==> config.mk <==
export PLATFORM = sky130hd
export DESIGN_NAME = cmp_pipe_flat
export DESIGN_NICKNAME = d
export VERILOG_FILES = /design/src/rtl/cmp_pipe_if.sv /design/src/rtl/cmp_pipe.sv /design/src/flat_wrapper.sv
export SDC_FILE = /design/constraint.sdc
export NUM_CORES = 1
export LEC_CHECK = 0
export CAP_MARGIN = 15
export CORE_UTILIZATION = 38
export DETAILED_ROUTE_END_ITERATION = 10
export PLACE_DENSITY = 0.69
export SYNTH_ARGS = -nofsm -noshare
export SYNTH_HDL_FRONTEND = slang
export SYNTH_SLANG_ARGS = --single-unit
==> constraint.sdc <==
create_clock -name clk -period 9.37 [get_ports clk]
set_input_delay 1.874 -clock clk [delete_from_list [all_inputs] [get_ports clk]]
set_output_delay 1.874 -clock clk [all_outputs]
set_load 0.005 [all_outputs]
==> src/rtl/cmp_pipe_if.sv <==
// Operand/result handshake bundle for the cmp_pipe compare unit.
// master = execute stage side, slave = the compare unit.
interface cmp_pipe_if #(
  parameter int WIDTH     = 32,
  parameter int OUT_WIDTH = 32
);
  logic                 in_valid;
  logic                 in_ready;
  logic [WIDTH-1:0]     a;
  logic [WIDTH-1:0]     b;
  logic [2:0]           fn;
  logic                 out_valid;
  logic                 out_ready;
  logic [OUT_WIDTH-1:0] cmp;
  logic [3:0]           flags;
  logic                 err;

  modport master (
    output in_valid, a, b, fn, out_ready,
    input  in_ready, out_valid, cmp, flags, err
  );

  modport slave (
    input  in_valid, a, b, fn, out_ready,
    output in_ready, out_valid, cmp, flags, err
  );
endinterface

==> src/rtl/cmp_pipe.sv <==
// Two-stage pipelined compare unit: stage 1 latches the A-B flags, stage 2
// evaluates the selected signed/unsigned condition into a 0/1 result word.
module cmp_pipe #(
  parameter int WIDTH     = 32,
  parameter int OUT_WIDTH = 32
) (
  input  logic       clk,
  input  logic       reset,
  cmp_pipe_if.slave  bus
);
  localparam logic [2:0] FN_EQ  = 3'b001;
  localparam logic [2:0] FN_LT  = 3'b010;
  localparam logic [2:0] FN_LE  = 3'b011;
  localparam logic [2:0] FN_NE  = 3'b100;
  localparam logic [2:0] FN_ULT = 3'b101;
  localparam logic [2:0] FN_ULE = 3'b110;

  logic       s1_valid_q, s1_valid_d;
  logic [3:0] s1_flags_q, s1_flags_d;
  logic [2:0] s1_fn_q,    s1_fn_d;
  logic       out_valid_q, out_valid_d;
  logic       cond_q,      cond_d;
  logic [3:0] flags_q,     flags_d;
  logic       err_q,       err_d;

  logic             s1_en, s2_en;
  logic [WIDTH:0]   diff;
  logic [3:0]       in_flags;
  logic             z1, v1, n1, c1;
  logic             cond, illegal;

  always_comb begin
    s2_en = ~out_valid_q | bus.out_ready;
    s1_en = ~s1_valid_q | s2_en;
  end

  // Flags of A-B, laid out {Z,V,N,C}; C is the borrow out of the extended subtract.
  always_comb begin
    diff     = {1'b0, bus.a} - {1'b0, bus.b};
    in_flags = {(diff[WIDTH-1:0] == '0),
                (bus.a[WIDTH-1] ^ bus.b[WIDTH-1]) & (diff[WIDTH-1] ^ bus.a[WIDTH-1]),
                diff[WIDTH-1],
                diff[WIDTH]};
  end

  always_comb begin
    {z1, v1, n1, c1} = s1_flags_q;
    cond    = 1'b0;
    illegal = 1'b0;
    case (s1_fn_q)
      FN_EQ:   cond = z1;
      FN_LT:   cond = n1 ^ v1;
      FN_LE:   cond = z1 | (n1 ^ v1);
      FN_NE:   cond = ~z1;
      FN_ULT:  cond = c1;
      FN_ULE:  cond = c1 | z1;
      default: illegal = 1'b1;
    endcase
  end

  // Payloads only load alongside a valid bit so undriven inputs never reach the outputs.
  always_comb begin
    s1_valid_d  = s1_valid_q;
    s1_flags_d  = s1_flags_q;
    s1_fn_d     = s1_fn_q;
    out_valid_d = out_valid_q;
    cond_d      = cond_q;
    flags_d     = flags_q;
    err_d       = err_q;
    if (s2_en) begin
      out_valid_d = s1_valid_q;
      if (s1_valid_q) begin
        cond_d  = cond;
        flags_d = s1_flags_q;
        err_d   = illegal;
      end
    end
    if (s1_en) begin
      s1_valid_d = bus.in_valid;
      if (bus.in_valid) begin
        s1_flags_d = in_flags;
        s1_fn_d    = bus.fn;
      end
    end
  end

  always_ff @(posedge clk) begin
    if (reset) begin
      s1_valid_q  <= 1'b0;
      s1_flags_q  <= '0;
      s1_fn_q     <= '0;
      out_valid_q <= 1'b0;
      cond_q      <= 1'b0;
      flags_q     <= '0;
      err_q       <= 1'b0;
    end else begin
      s1_valid_q  <= s1_valid_d;
      s1_flags_q  <= s1_flags_d;
      s1_fn_q     <= s1_fn_d;
      out_valid_q <= out_valid_d;
      cond_q      <= cond_d;
      flags_q     <= flags_d;
      err_q       <= err_d;
    end
  end

  assign bus.in_ready  = s1_en;
  assign bus.out_valid = out_valid_q;
  assign bus.cmp       = {{(OUT_WIDTH-1){1'b0}}, cond_q};
  assign bus.flags     = flags_q;
  assign bus.err       = err_q;
endmodule

==> src/flat_wrapper.sv <==
// flat-port wrapper written by rule: the top's interface ports become plain ports
module cmp_pipe_flat 
#(
  parameter int WIDTH     = 32,
  parameter int OUT_WIDTH = 32
)
  (clk, reset, bus_in_valid, bus_a, bus_b, bus_fn, bus_out_ready, bus_in_ready, bus_out_valid, bus_cmp, bus_flags, bus_err);
  cmp_pipe_if #(.WIDTH(WIDTH), .OUT_WIDTH(OUT_WIDTH)) bus_i ();
  input  logic clk;
  input  logic reset;
  input wire logic [$bits(bus_i.in_valid)-1:0] bus_in_valid;
  input wire logic [$bits(bus_i.a)-1:0] bus_a;
  input wire logic [$bits(bus_i.b)-1:0] bus_b;
  input wire logic [$bits(bus_i.fn)-1:0] bus_fn;
  input wire logic [$bits(bus_i.out_ready)-1:0] bus_out_ready;
  output wire logic [$bits(bus_i.in_ready)-1:0] bus_in_ready;
  output wire logic [$bits(bus_i.out_valid)-1:0] bus_out_valid;
  output wire logic [$bits(bus_i.cmp)-1:0] bus_cmp;
  output wire logic [$bits(bus_i.flags)-1:0] bus_flags;
  output wire logic [$bits(bus_i.err)-1:0] bus_err;
  assign bus_i.in_valid = bus_in_valid;
  assign bus_i.a = bus_a;
  assign bus_i.b = bus_b;
  assign bus_i.fn = bus_fn;
  assign bus_i.out_ready = bus_out_ready;
  assign bus_in_ready = bus_i.in_ready;
  assign bus_out_valid = bus_i.out_valid;
  assign bus_cmp = bus_i.cmp;
  assign bus_flags = bus_i.flags;
  assign bus_err = bus_i.err;
  cmp_pipe #(.WIDTH(WIDTH), .OUT_WIDTH(OUT_WIDTH)) u_core (.clk(clk), .reset(reset), .bus(bus_i));
endmodule
==> flow_metrics.env, run 1 <==
export IMPL_die_area_um2=8920
export IMPL_synth_adder_area_share_pct=12.9
export IMPL_status="complete, no violations"
export IMPL_drtPass1Iterations=4
export IMPL_antenna_cells=0
export IMPL_fmax_ghz=0.198
export IMPL_critical_path_endpoint_type="output pin"
export IMPL_initial_utilization_pct=39.3
export IMPL_reg2reg_from="u_core.bus.out_valid"
export IMPL_slew_headroom_pct=50.7
export IMPL_cp_data_arrival_time_ns=3.17
export IMPL_wl_per_cell_um=13.3
export IMPL_io_pin_count=110
export IMPL_leakagePower_nw=1.78
export IMPL_track_usage_pct=18.7
export IMPL_vias=3557
export IMPL_synthSimpleGateAreaFrac_pct=23.3
export IMPL_synth_compound_area_share_pct=33.4
export IMPL_synth_cells=472
export IMPL_cts_buffers=3
export IMPL_ys_async_sr_fraction_pct=0
export IMPL_synth_distinct_cells=73
export IMPL_fill_cells=867
export IMPL_syn_cell_area_um2=3250
export IMPL_layout_common_cells="clkdlybuf4s50_1, a21oi_1, inv_1"
export IMPL_cellPowerDensity_nw_per_um2=83.0
export IMPL_worst_skew_pair_late_latency_ns=0.24
export IMPL_dp_slack_ns=4.33
export IMPL_rsz0062_at_grt="false"
export IMPL_finalCritPeriodShare_pct=53.8
export IMPL_drv_cap=0
export IMPL_viasPerCell=5.58
export IMPL_cts_path_max_buffers=2
export IMPL_clock_root_buffer="clkbuf_8"
export IMPL_synth_flop_cell="dfxtp_1"
export IMPL_htree_num_levels=1
export IMPL_setup_slack_ns=4.33
export IMPL_ys_ff_latch=15
export IMPL_timing_rr_end="u_core.s1_flags_q[3]"
export IMPL_worstMarginPinSlew_ns=0.735
export IMPL_finalNetCount=637
export IMPL_hold_viol_final=0
export IMPL_ctsResizeCount=0
export IMPL_setup_tns_ns=0
export IMPL_synth_top_family_by_area="compound AO/OA/AOI/OAI gates"
export IMPL_first_global_vias=3190
export IMPL_cts_sinks=15
export IMPL_drc=0
export IMPL_cp_start_kind="input pin"
export IMPL_area_growth_pct=22.7
export IMPL_multiInputGateArea_um2=2550
export IMPL_min_path_type="reg -> reg"
export IMPL_p_seq_share_pct=21.2
export IMPL_rows=33
export IMPL_hold_buffers=0
export IMPL_drive_gt1_share_pct=3.76
export IMPL_p_int_w=0.000191
export IMPL_min_from="u_core.s1_valid_q"
export IMPL_ant_nets=0
export IMPL_switching_share_pct=42.3
export IMPL_clk_pin_slew_ns=0.06
export IMPL_combPwrFrac_pct=63.4
export IMPL_grt_pass1_wl_um=14100
export IMPL_worst_hold_path_endpoint="u_core.bus.out_valid"
export IMPL_p_clk_share_pct=15.4
export IMPL_synth_edf_count=0
export IMPL_dp_hpwl_um=7020
export IMPL_die_w_um=94.4
export IMPL_whs_path_depth=2
export IMPL_clock_skew_final_ns=0.00386
export IMPL_peakVddDrop_uv=48.8
export IMPL_gp_congestion=0.853
export IMPL_critPathKind="in -> out"
export IMPL_worstRegToRegCells=9
export IMPL_post_cts_buffers=0
export IMPL_drt_total_wl_um=8480
export IMPL_critPathRequiredTime_ns=7.50
export IMPL_finalMaxSlewViolations=0
export IMPL_io_buffers=78
export IMPL_final_common_cell="clkdlybuf4s50_1"
export IMPL_r2r_slack_ns=6.81
export IMPL_synth_warnings=0
export IMPL_crit_fanout=7
export IMPL_synthXorXnorAreaFrac_pct=2.97
export IMPL_p_switching_w=0.000140
export IMPL_whs_ns=0.500
export IMPL_min_period_ns=5.04
export IMPL_cts_tree="yes"
export IMPL_antenna_found_initial=0
export IMPL_seqCellArea_um2=300
export IMPL_synth_avg_cell_area_um2=6.88
export IMPL_grt_max_degree=17
export IMPL_coreArea_um2=8260
export IMPL_synthMuxAreaShare_pct=2.16
export IMPL_final_design_area_no_fill_um2=3990
export IMPL_grt_ovfl_total=0
export IMPL_place_area_um2=3940
export IMPL_die_y_um=94.4
export IMPL_seq_area_frac_synth_pct=9.25
export IMPL_drtIter0Drc=177
export IMPL_setup_viol=0
-- kinds of logic after synthesis --
logic type | after synthesis
adder cells (fa/ha/maj) | 33
XOR/XNOR | 11
other | 1
AO/OA/AOI/OAI | 158
multiplexers | 7
flip-flops | 15
buffers and inverters | 100
AND/OR/NAND/NOR | 147
-- cell usage after synthesis, drive strengths merged, types with 3 or more instances --
cell	instances	area, um^2
nor3	17	85.1
or3	7	48.8
and3	5	32.5
xor2	7	61.3
o21ai	22	110
nand3	18	90.1
o211ai	5	37.5
clkbuf	14	52.6
nand2	29	109
inv	48	180
o221ai	3	32.5
a211oi	10	92.6
o21a	6	45.0
xnor2	4	35.0
o2111ai	4	41.3
nor2	35	131
mux2i	7	70.1
and4	3	26.3
ha	32	400
dfxtp	15	300
o22ai	3	18.8
a31oi	6	37.5
buf	38	280
nand4	10	62.6
a21oi	53	269
nor4	5	46.3
o311ai	3	26.3
nand3b	3	22.5
a21o	14	105
a2111oi	4	35.0
nand2b	4	25.0
or4	3	22.5
-- flip-flops by register name (all words and copies together), names as in the netlist --
name	count
u_core.bus.out_valid	1
u_core.bus.flags	4
u_core.bus.err	1
u_core.s1_fn_q	3
u_core.cond_q	1
u_core.s1_flags_q	4
u_core.s1_valid_q	1
-- final cells by class --
type | count | area share (%)
Multi-Input combinational cell | 387 | 63.9
Timing Repair Buffer | 78 | 19.6
Sequential cell | 15 | 7.54
Inverter | 48 | 4.52
Tap cell | 105 | 3.30
Clock buffer | 3 | 1.04
Clock inverter | 1 | 0.126
-- critical path: stages --
cell             delay (ns)
clkdlybuf4s50_1        0.49
nand3b_1               0.25
clkdlybuf4s50_1        0.56
-- per-stage QoR --
step           instances  total power, W  util (%)
5_1_grt              637        0.000359      48.3
3_3_place_gp         633        0.000276      47.7
4_1_cts              637        0.000330      48.3
2_1_floorplan        502        0.000224         -
6_report             637        0.000331      48.3
3_5_place_dp         633        0.000278      47.7
-- power by group through the flow --
stage | sequential [W] | clock (W) | combinational (W)
6_report | 0.0000701 | 0.0000509 | 0.000210
5_1_grt | 0.0000705 | 0.0000562 | 0.000233
4_1_cts | 0.0000701 | 0.0000527 | 0.000208
3_5_place_dp | 0.0000715 | 0 | 0.000207
3_3_place_gp | 0.0000712 | 0 | 0.000205
2_1_floorplan | 0.0000708 | 0 | 0.000153
-- how the worst max path moves through the flow --
| stage | depth (start not counted) | startpoint | endpoint | slack, ns |
|---|---|---|---|---|
| CTS | 3 | bus_out_ready | bus_in_ready | 4.33 |
| global route | 12 | bus_b[14] | u_core.s1_flags_q[3] | 4.28 |
| finish | 3 | bus_out_ready | bus_in_ready | 4.33 |
| floorplan | 11 | bus_b[7] | u_core.s1_flags_q[3] | 5.09 |
| detailed placement | 3 | bus_out_ready | bus_in_ready | 4.33 |
| global placement | 3 | bus_out_ready | bus_in_ready | 4.35 |
-- metal layers --
layer	track usage (%)	share of wire, %
met5	0	0
met4	2.31	0.42
met3	0.725	4.3
met2	33.3	47
met1	25.5	48
No activity file was read; power rests on OpenSTA's default activity.
==> run 2: changes to the inputs <==
- clock period: 9.37 -> 5 ns (I/O delays scaled with it)
==> run 2 against run 1 <==
Effect of this change:
- utilization barely moved
- sequential power is 87% higher
- clock-buffer cell count rose by 1
- clock skew shrank 0.0024 ns
- clock power rose by 94%
- cell count unchanged
- critical endpoint is now u_core.s1_flags_q[3]
- largest cell class unchanged
- largest power group unchanged
==> flow_metrics.env, run 2 (same netlist as run 1, synthesis figures left out) <==
export IMPL_whs_path_depth=2
export IMPL_io_buffers=78
export IMPL_vias=3534
export IMPL_peakVddDrop_uv=73.4
export IMPL_critPathTopFamily="compound AO/OA/AOI/OAI gates"
export IMPL_die_y_um=94.4
export IMPL_gp_congestion=0.844
export IMPL_cts_buffers=3
export IMPL_die_area_um2=8920
export IMPL_critPathKind="in -> reg"
export IMPL_drtIter0Drc=151
export IMPL_finalMaxSlewViolations=0
export IMPL_ant_nets=0
export IMPL_setup_tns_ns=0
export IMPL_p_switching_w=0.000265
export IMPL_path_depth=12
export IMPL_worst_skew_pair_late_latency_ns=0.25
export IMPL_worstRegToRegCells=9
export IMPL_total_power_w=0.000624
export IMPL_dp_cells=633
export IMPL_grt_ovfl_total=0
export IMPL_worst_path_buf_inv=2
export IMPL_wl_per_cell_um=13.4
export IMPL_htree_num_levels=1
export IMPL_drv_cap=0
export IMPL_antenna_cells=0
export IMPL_initial_utilization_pct=39.3
export IMPL_min_path_type="reg -> reg"
export IMPL_drive_gt1_share_pct=3.57
export IMPL_grt_pass1_wl_um=14700
export IMPL_slowest_stage="clkdlybuf4s50_1"
export IMPL_hold_viol_final=0
export IMPL_setup_viol=0
export IMPL_clock_root_buffer="clkbuf_8"
export IMPL_rows=33
export IMPL_min_period_ns=3.86
export IMPL_worstMarginPinSlew_ns=0.706
export IMPL_p_clk_share_pct=15.9
export IMPL_cts_sinks=15
export IMPL_finalNetCount=637
export IMPL_rsz0062_at_grt="false"
export IMPL_layout_common_cells="clkdlybuf4s50_1, a21oi_1, inv_1"
export IMPL_cp_cell_sequence="clkdlybuf4s50_1 -> inv_1 -> ha_1 -> a21o_1 -> or3_4 -> o221a_2 -> a211oi_4 -> nor3b_1 -> or3_1 -> a221oi_2 -> nand4_1 -> nand2_1"
export IMPL_post_cts_buffers=0
export IMPL_viasPerCell=5.55
export IMPL_final_common_cell="clkdlybuf4s50_1"
export IMPL_cellPowerDensity_nw_per_um2=157
export IMPL_critPathRequiredTime_ns=5.20
export IMPL_cp_start_kind="input pin"
export IMPL_slew_headroom_pct=52.6
export IMPL_antenna_found_initial=0
export IMPL_cts_path_max_buffers=2
export IMPL_io_pin_count=110
export IMPL_dp_hpwl_um=7080
export IMPL_coreArea_um2=8260
export IMPL_status="complete, no violations"
export IMPL_die_w_um=94.4
export IMPL_area_growth_pct=22.7
export IMPL_hold_buffers=0
export IMPL_switching_share_pct=42.4
export IMPL_p_int_w=0.000359
export IMPL_first_global_vias=3256
export IMPL_critical_path_endpoint_type="register"
export IMPL_cp_data_arrival_time_ns=4.06
export IMPL_cts_tree="yes"
export IMPL_ctsResizeCount=0
export IMPL_clock_skew_final_ns=0.00148
export IMPL_grt_max_degree=17
export IMPL_finalCritPeriodShare_pct=77.3
export IMPL_slowest_delay_ns=0.45
export IMPL_drc=0
export IMPL_fin_cells=637
export IMPL_track_usage_pct=19.9
export IMPL_fmax_ghz=0.259
export IMPL_drt_total_wl_um=8560
export IMPL_p_seq_share_pct=21.1
export IMPL_crit_fanout=5
export IMPL_leakagePower_nw=1.77
export IMPL_clk_pin_slew_ns=0.06
export IMPL_drtPass1Iterations=4
export IMPL_combPwrFrac_pct=63.1
-- run 2: changes by cell type in the layout (fill, tap and decap cells not counted) --
| cell | change |
|---|---|
| clkinv_2 | -1 |
| clkbuf_1 | +1 |
-- run 2: power by group through the flow --
stage	logic (W)	registers [W]	clock network, W
2_1_floorplan	0.000287	0.000133	0
3_3_place_gp	0.000386	0.000133	0
3_5_place_dp	0.000388	0.000134	0
4_1_cts	0.000390	0.000131	0.000101
5_1_grt	0.000442	0.000132	0.000108
6_report	0.000393	0.000131	0.0000989
-- run 2: tightest hold or removal path: cells and delay by family (launching register included) --
| family | cells | cell delay, ns |
|---|---|---|
| compound gates | 1 | 0.05 |
| flops | 1 | 0.33 |
| simple gates | 1 | 0.06 |
-- run 2: layout make-up --
cell class                      count  area, um^2
Multi-Input combinational cell    387        2550
Sequential cell                    15         300
Inverter                           48         180
Tap cell                          105         131
Timing Repair Buffer               78         781
Fill cell                         869        4270
Clock buffer                        4        45.0
-- run 2: metrics by stage --
step                cell area, um^2  hold WS, ns  worst slack [ns]  util (%)
floorplan                      3360        0.450              1.59         -
CTS                            3980        0.482              1.14      48.2
detailed placement             3940        0.473             0.897      47.7
global placement               3940        0.467             0.926      47.7
finish                         3980        0.479              1.14      48.2
global route                   3980        0.507             0.905      48.2
-- run 2: path summary, 6_finish.rpt --
check,start,end,slack (ns)
max,bus_b[7],u_core.s1_flags_q[3],1.14
max reg2reg,u_core.bus.out_valid,u_core.s1_flags_q[3],2.52
min reg2reg,u_core.s1_flags_q[2],u_core.s1_flags_q[2],0.48
min,u_core.s1_flags_q[2],u_core.s1_flags_q[2],0.48
-- run 2: routing by layer --
| metal | GRT usage, % | vias up | part of all wire, % |
|---|---|---|---|
| met2 | 33.7 | 115 | 46 |
| met1 | 26.5 | 1599 | 47 |
| li1 | - | 1806 | - |
| met4 | 6.67 | 0 | 2.4 |
| met3 | 1.29 | 14 | 5.1 |
| met5 | 0 | - | 0 |
